--- src/rtl/pipe_hazard_ctrl.sv ---
// pipe_hazard_ctrl: stall/flush sequencer for the 5-stage pipeline registers.
// Optional stall-cycle counter enabled by defining STALL_CNT_EN.
module pipe_hazard_ctrl #(
    parameter int MAX_WAIT = 31,
    parameter int WAIT_W   = 5
) (
    input  logic        clk,
    input  logic        rst,
    input  logic        idex_mem_read,
    input  logic        idex_reg_write,
    input  logic [2:0]  idex_wr_sel,
    input  logic [2:0]  ifid_rs,
    input  logic [2:0]  ifid_rt,
    input  logic        ifid_uses_rs,
    input  logic        ifid_uses_rt,
    input  logic        br_taken,
    input  logic        imem_stall,
    input  logic        dmem_req,
    input  logic        dmem_done,
    input  logic        halt_mem,
    output logic        pc_en,
    output logic        ifid_en,
    output logic        idex_en,
    output logic        exmem_en,
    output logic        memwb_en,
    output logic        ifid_flush,
    output logic        idex_flush,
    output logic        exmem_flush,
    output logic        halted,
    output logic        mem_err,
    output logic [15:0] stall_count
);
    typedef enum logic [1:0] {RUN, MEM_WAIT, DRAIN, HALTED} state_t;
    state_t state_q, state_d;
    logic [WAIT_W-1:0] wait_q, wait_d;
    logic [WAIT_W:0] wait_nxt;
    logic hazard, timeout;
    assign hazard = idex_mem_read & idex_reg_write &
                    ((ifid_uses_rs & (ifid_rs == idex_wr_sel)) | (ifid_uses_rt & (ifid_rt == idex_wr_sel)));
    assign wait_nxt = {1'b0, wait_q} + (WAIT_W+1)'(1);
    assign timeout = (MAX_WAIT != 0) && (int'(wait_nxt) >= MAX_WAIT);
    always_comb begin
        pc_en = 1'b0;
        ifid_en = 1'b0;
        idex_en = 1'b0;
        exmem_en = 1'b0;
        memwb_en = 1'b0;
        ifid_flush = 1'b0;
        idex_flush = 1'b0;
        exmem_flush = 1'b0;
        halted = 1'b0;
        mem_err = 1'b0;
        state_d = state_q;
        wait_d = wait_q;
        if (!rst) begin
            if (state_q == RUN && dmem_req && !dmem_done) begin
                state_d = MEM_WAIT;
                wait_d = WAIT_W'(1);
            end else if (state_q == MEM_WAIT && !dmem_done) begin
                wait_d = wait_nxt[WAIT_W-1:0];
                mem_err = timeout;
                state_d = timeout ? HALTED : MEM_WAIT;
            end else if (state_q == RUN || state_q == MEM_WAIT) begin
                // advancing cycle: RUN priority rules 2-6
                state_d = halt_mem ? DRAIN : RUN;
                wait_d = '0;
                ifid_en = !hazard || br_taken || halt_mem;
                idex_en = 1'b1;
                exmem_en = 1'b1;
                memwb_en = 1'b1;
                pc_en = !halt_mem && (br_taken || (!hazard && !imem_stall));
                ifid_flush = halt_mem || br_taken || (!hazard && imem_stall);
                idex_flush = halt_mem || br_taken || hazard;
                exmem_flush = halt_mem;
            end else if (state_q == DRAIN) begin
                memwb_en = 1'b1;
                state_d = HALTED;
            end else begin
                halted = 1'b1;
            end
        end
    end
    always_ff @(posedge clk) begin
        if (rst) begin
            state_q <= RUN;
            wait_q <= '0;
        end else begin
            state_q <= state_d;
            wait_q <= wait_d;
        end
    end
`ifdef STALL_CNT_EN
    logic [15:0] stall_q, stall_d;
    assign stall_d = ((state_q == RUN || state_q == MEM_WAIT) && !pc_en && stall_q != 16'hFFFF) ? stall_q + 16'd1 : stall_q;
    always_ff @(posedge clk) begin
        if (rst) stall_q <= '0;
        else stall_q <= stall_d;
    end
    assign stall_count = stall_q;
`else
    assign stall_count = 16'h0000;
`endif
endmodule
--- config.mk ---
export PLATFORM = sky130hd
export DESIGN_NAME = pipe_hazard_ctrl
export DESIGN_NICKNAME = d
export VERILOG_FILES = /design/src/rtl/pipe_hazard_ctrl.sv
export SDC_FILE = /design/constraint.sdc
export NUM_CORES = 1
export LEC_CHECK = 0
export CAP_MARGIN = 20
export CORE_MARGIN = 2
export CORE_UTILIZATION = 39
export CTS_CLUSTER_DIAMETER = 150
export CTS_CLUSTER_SIZE = 14
export DETAILED_ROUTE_END_ITERATION = 8
export PLACE_DENSITY = 0.85
export SLEW_MARGIN = 20
export SYNTH_ARGS = -nofsm -noshare
export SYNTH_HDL_FRONTEND = slang
export SYNTH_SLANG_ARGS = --single-unit
--- constraint.sdc ---
create_clock -name clk -period 2.2 [get_ports clk]
set_input_delay 0.44 -clock clk [delete_from_list [all_inputs] [get_ports clk]]
set_output_delay 0.44 -clock clk [all_outputs]
set_load 0.01 [all_outputs]
==> metrics.csv, run 1 <==
stage,metric,value,unit
outcome,status,"finished, violations left",
outcome,failing checks,negative setup slack,
synthesis,Post-Syn Area,728,um2
placed_design,Final Wtd Congestion,0.843,
cts,clk buf depth,2,
floorplanning,Die Width,47.2,um
synthesis,Synth Instances,95,
route,drt drc,0,
route,via count,799,
sta,Final WS setup,-0.0487,ns
worst_setup_path,Setup crit start kind,primary input,
min_path,Hold/Removal Path Class,flip-flop to flip-flop,
placed_design,dpl cell area,1060,um2
power_and_ir_drop,clock share of power,0.282,
global_route,gr usage total,0.190,
floorplanning,core area,1750,um2
power_and_ir_drop,PwrDens,378,nW/um2
synthesis,Synth warnings,0,
floorplanning,area of the die,2230,um2
layout,final core occ,0.638,
layout,Syn-to-layout area delta,52.9,%
power_and_ir_drop,total power,0.000421,W
worst_setup_path,Worst EP required,1.76,ns
global_route,largest net degree at the start of global routing,10,
worst_setup_path,CP endpoint kind,primary output,
worst_setup_path,Crit Path Max Fanout,3,
floorplanning,Initial Util,0.417,
sta,Final min period,2.25,ns
power_and_ir_drop,Internal,0.000289,W
synthesis,simple-gate area share of the yosys netlist,0.280,
synthesis,largest family of logic cells by synthesized area,simple AND/OR/NAND/NOR gates,
synthesis,Synth Area in Adders,0.0344,
cts,hold_buf cts,0,
route,First DRT Iteration DRCs,14,
worst_setup_path,CP max stage cell,clkdlybuf4s50_1,
synthesis,Yosys cell types,36,
cts,Num CTS Buffers,3,
layout,Non-Filler Instances,162,
power_and_ir_drop,Reg power frac,0.330,
sta,Final Max Slew Viols,0,
synthesis,mux share of post-synthesis cell area,0,
placed_design,Placed Instances,157,
sta,Fin Setup TNS,-0.0828,ns
power_and_ir_drop,combinational power share,0.388,
placed_design,port bufs,29,
run,max-cap violations,0,
route,remaining antenna violation count,0,
min_path,Worst Hold Depth,2,
power_and_ir_drop,Max IR drop VDD,0.000278,V
cts,clk_lat worst skew,0.26,ns
cts,clk sink count,7,
worst_setup_path,crit path DAT,1.81,ns
cts,CTS root buf,clkbuf_4,
synthesis,Mapped Avg Cell Area,7.67,um2
cts,CTS H-tree depth,1,
global_route,vias in the first global route,656,
sta,final setup vio count,2,
worst_setup_path,Reg2Reg Depth,3,
route,DR WL/cell,12.5,um
placed_design,hpwl dp,1540,um
floorplanning,die height,47.2,um
cts,Clock Pin Slew Worst Setup and Hold Paths,0.05,ns
route,vias per cell,4.93,
route,drt total wl,2020,um
synthesis,Synth Area in Compound Gates,0.192,
synthesis,post-synthesis sequential area ratio,0.192,
layout,ant diodes,0,
synthesis,Seq cells post-synth,7,
sta,period utilization,1.02,
power_and_ir_drop,leakage power,0.482,nW
global_route,"Remaining Overflow, GRT",0,
worst_setup_path,critical-path cell list,clkdlybuf4s50_1 -> xnor2_1 -> nand4_1 -> a21oi_2 -> o31a_1 -> buf_2,
sta,f_max,0.445,GHz
route,Pre-antenna DRT Iters,4,
layout,fin nets,160,
layout,Final Cell Area,1110,um2
layout,layout cell share with drive strength beyond 1,0.263,
sta,endpoints failing hold,0,
floorplanning,boundary pin count,46,
worst_setup_path,Crit Path Class,primary input to primary output,
cts,CTS tree,done,
global_route,first-pass GRT wire length,2880,um
synthesis,XOR/XNOR Fraction of Synth Area,0.0842,
sta,RSZ-0062 raised after global routing,true,
global_route,initial antenna violation count,0,
power_and_ir_drop,net switching power,0.000132,W
floorplanning,row count,15,
worst_setup_path,CP peak stage delay,0.49,ns
power_and_ir_drop,Sw Share,0.314,
sta,clk_skew,0.00435,ns
timing repair:
action / 4_1_cts / 5_1_grt
pin swaps: 4 / 1
setup endpoints to repair: 10 / 5
gates resized for setup: 35 / 5
buffers inserted: 1 / 0
cells in the final DEF (no fill, tap or decap), types with 2 or more instances in the layout:
cell type | netlist | layout
buf_2 | 0 | 5
o21ai_0 | 4 | 4
nor2_1 | 6 | 6
nand2_1 | 4 | 4
clkbuf_4 | 0 | 3
dfxtp_1 | 7 | 7
nand4_1 | 3 | 3
buf_4 | 17 | 14
a21oi_2 | 1 | 4
a21oi_1 | 10 | 7
xnor2_1 | 7 | 7
ha_1 | 2 | 2
dlygate4sd2_1 | 0 | 7
nand3_1 | 2 | 2
clkdlybuf4s50_1 | 0 | 15
nor3_1 | 3 | 3
conb_1 | 1 | 16
nand2b_1 | 2 | 2
worst max-delay path: cells and delay by family:
| family | cells | cell delay, ns |
|---|---|---|
| xor gates and xnor gates | 1 | 0.13 |
| and+or+nand+nor | 1 | 0.21 |
| AOI/OAI and AO/OA | 2 | 0.41 |
| buffers and inverters | 2 | 0.61 |
power groups by stage:
| stage | combinational (W) | sequential (W) | clock [W] |
|---|---|---|---|
| finish | 0.000164 | 0.000139 | 0.000119 |
| global route | 0.000176 | 0.000139 | 0.000132 |
| detailed placement | 0.000160 | 0.000140 | 0 |
| floorplan | 0.0000939 | 0.000138 | 0 |
| global placement | 0.000156 | 0.000140 | 0 |
| CTS | 0.000157 | 0.000138 | 0.000124 |
kinds of logic (layout without fill, tap and decap cells):
logic type	count (synthesis)	count (layout)
compound gates	23	23
xor+xnor	7	7
fa+ha+maj	2	2
buf+inv	22	49
flops	7	7
other cells	1	16
simple gates	33	33
metal layers:
layer  vias up  share of wire  GRT usage
li1        387              -          -
met1       364           0.38      0.218
met2        42           0.52      0.315
met3         6          0.078     0.0885
met4         0          0.021     0.0556
met5         -              0          0
area by class of cell:
cell class	count	area [um2]
Timing Repair Buffer	44	377
Tap cell	25	31.3
Multi-Input combinational cell	81	536
Fill cell	149	632
Inverter	1	3.75
Sequential cell	7	140
Clock buffer	4	26.3
registers in the layout (all words and copies together), names as in the netlist:
register / count
wait_q: 5
state_q: 2
Yosys cell counts (all sizes together):
cell type / count / area [um2]
a21boi: 1 / 7.51
nor2: 6 / 22.5
nand4: 3 / 18.8
o22ai: 1 / 6.26
a21oi: 11 / 58.8
and2: 1 / 6.26
or4b: 1 / 13.8
nand2: 4 / 15.0
or4: 1 / 7.51
o31a: 1 / 8.76
nand3: 2 / 10.0
ha: 2 / 25.0
nor2b: 1 / 6.26
buf: 18 / 139
conb: 1 / 3.75
nor3b: 1 / 7.51
nor3: 4 / 25.0
inv: 1 / 3.75
o21ai: 4 / 20.0
clkbuf: 3 / 11.3
a31oi: 1 / 6.26
or2: 1 / 6.26
dfxtp: 7 / 140
o21bai: 1 / 7.51
o21a: 1 / 7.51
nand2b: 2 / 12.5
and2b: 1 / 8.76
nor4b: 3 / 26.3
xnor2: 7 / 61.3
o31ai: 1 / 7.51
nand3b: 1 / 7.51
o21ba: 1 / 10.0
and3b: 1 / 10.0
worst paths after layout:
kind | start | to | slack [ns]
min | wait_q[4] | wait_q[4] | 0.53
max | ifid_rt[2] | idex_flush | -0.05
min reg2reg | wait_q[4] | wait_q[4] | 0.53
max reg2reg | state_q[1] | wait_q[2] | 0.82
metrics by stage:
| step | setup WS, ns | hold slack, ns |
|---|---|---|
| CTS | -0.0240 | 0.525 |
| finish | -0.0487 | 0.529 |
| global route | -0.0831 | 0.547 |
| global placement | -0.376 | 0.503 |
| floorplan | 0.321 | 0.486 |
| detailed placement | -0.484 | 0.516 |
(Power assumes the default switching activity.)
==> run 2, diff against run 1 <==
- MAX_ROUTING_LAYER: default -> met4
- SETUP_SLACK_MARGIN: default -> 0.15
==> metrics.csv, run 2 (synthesis results as in run 1) <==
stage,metric,value,unit
floorplanning,Die Width,47.2,um
cts,hold_buf cts,0,
worst_setup_path,crit path DAT,1.58,ns
layout,Final Cell Area,1140,um2
power_and_ir_drop,PwrDens,367,nW/um2
sta,Final Max Slew Viols,0,
worst_setup_path,Crit Path Class,flip-flop to primary output,
worst_setup_path,largest delay contributor family on the critical path,buffers and inverters,
layout,"commonest cells after routing, fill and taps aside","conb_1 (16), buf_4 (16), dlygate4sd2_1 (14)",
floorplanning,row count,15,
worst_setup_path,CP max stage cell,dfxtp_1,
placed_design,hpwl dp,1540,um
cts,CTS root buf,clkbuf_4,
cts,CTS tree,done,
global_route,largest net degree at the start of global routing,10,
layout,layout cell share with drive strength beyond 1,0.288,
floorplanning,core area,1750,um2
worst_setup_path,Worst EP required,1.76,ns
layout,max reg flops,5,
placed_design,port bufs,29,
global_route,"Remaining Overflow, GRT",0,
route,drt drc,0,
sta,period utilization,0.918,
power_and_ir_drop,Max IR drop VDD,0.000279,V
cts,clk sink count,7,
route,DR WL/cell,12.2,um
cts,clk_lat worst skew,0.26,ns
cts,clk buf depth,2,
global_route,gr usage total,0.201,
sta,f_max,0.495,GHz
worst_setup_path,CP peak stage delay,0.33,ns
sta,final setup vio count,0,
route,drt total wl,2000,um
run,max-cap violations,0,
worst_setup_path,Setup crit start kind,flip-flop,
cts,CTS H-tree depth,1,
layout,fin nets,162,
sta,RSZ-0062 raised after global routing,true,
min_path,Hold/Removal Path Class,flip-flop to flip-flop,
sta,Final min period,2.02,ns
placed_design,dpl cell area,1060,um2
layout,Syn-to-layout area delta,56.4,%
route,Pre-antenna DRT Iters,4,
placed_design,Final Wtd Congestion,0.856,
cts,Num CTS Buffers,3,
global_route,initial antenna violation count,0,
power_and_ir_drop,leakage power,0.507,nW
route,remaining antenna violation count,0,
floorplanning,area of the die,2230,um2
floorplanning,die height,47.2,um
floorplanning,boundary pin count,46,
cts,Clock Pin Slew Worst Setup and Hold Paths,0.05,ns
layout,ant diodes,0,
route,First DRT Iteration DRCs,20,
route,via count,784,
sta,clk_skew,0.00268,ns
worst_setup_path,Crit Path Max Fanout,4,
layout,final core occ,0.652,
worst_setup_path,CP endpoint kind,primary output,
floorplanning,Initial Util,0.417,
sta,endpoints failing hold,0,
worst_setup_path,critical-path cell list,buf_4 -> inv_1 -> ha_1 -> nand3_1 -> o22ai_2 -> o21a_1 -> clkdlybuf4s15_1,
global_route,vias in the first global route,659,
layout,biggest regs,"wait_q (5), state_q (2)",
outcome,status,"complete, no violations",
global_route,first-pass GRT wire length,2950,um
route,vias per cell,4.78,
worst_setup_path,Crit path buffers/inverters,3,
layout,most flop-heavy register,wait_q,
power_and_ir_drop,total power,0.000418,W
==> run 2: changes by cell type in the layout (fill, tap and decap cells not counted), moves of 2 or more <==
cell,change
dlygate4sd2_1,+7
a21oi_2,-2
clkdlybuf4s15_1,+2
xnor2_2,+2
a21oi_1,+2
buf_4,+2
clkdlybuf4s50_1,-9
xnor2_1,-2
==> run 2: repair_timing <==
item                                   4_1_cts  5_1_grt
setup endpoints to repair                   10        5
endpoints found under the hold margin        0        0
buffers inserted                             3        0
resized for setup                           47        7
pin swaps                                   10        5
==> run 2: worst paths after layout <==
| path | from | to | slack (ns) | depth (start not counted) |
|---|---|---|---|---|
| hold / removal | wait_q[4] | wait_q[4] | 0.54 | 2 |
| setup / recovery | wait_q[0] | mem_err | 0.18 | 7 |
| hold reg to reg | wait_q[4] | wait_q[4] | 0.54 | 2 |
| setup reg to reg | wait_q[1] | wait_q[2] | 0.80 | 4 |
==> run 2: power breakdown <==
part	total, W	switching [W]	internal [W]
clock network	0.000120	0.0000506	0.0000694
logic	0.000159	0.0000742	0.0000852
registers	0.000138	0.00000658	0.000132
total	0.000418	0.000131	0.000286
==> run 2: tightest hold or removal path, cell delays in order, from the launching register on <==
cell	delay, ns
dfxtp_1	0.35
o21ai_0	0.09
a21oi_1	0.06
==> run 2: layout make-up <==
type / count / area [um2]
fillers: 146 / 607
multi-input cells: 81 / 554
repair buffers: 46 / 383
flip-flops and latches: 7 / 140
well taps: 25 / 31.3
clock buffers: 4 / 26.3
inverters: 1 / 3.75
==> run 2: metrics by stage <==
step                      setup TNS (ns)  std cells  hold WS [ns]  setup slack, ns
final                                  0        164         0.543            0.181
after floorplan                        0        110         0.486            0.321
after detailed placement           -3.23        157         0.516           -0.484
after global placement             -2.89        157         0.503           -0.376
after CTS                              0        164         0.525            0.159
after global routing                   0        164         0.565            0.102
==> run 2: routing by layer <==
layer | track usage | routed length, um | vias up
li1 | - | - | 390
met5 | - | 0 | -
met2 | 0.315 | 1050 | 27
met4 | 0.0667 | 25 | 0
met3 | 0.0846 | 103 | 4
met1 | 0.230 | 823 | 363
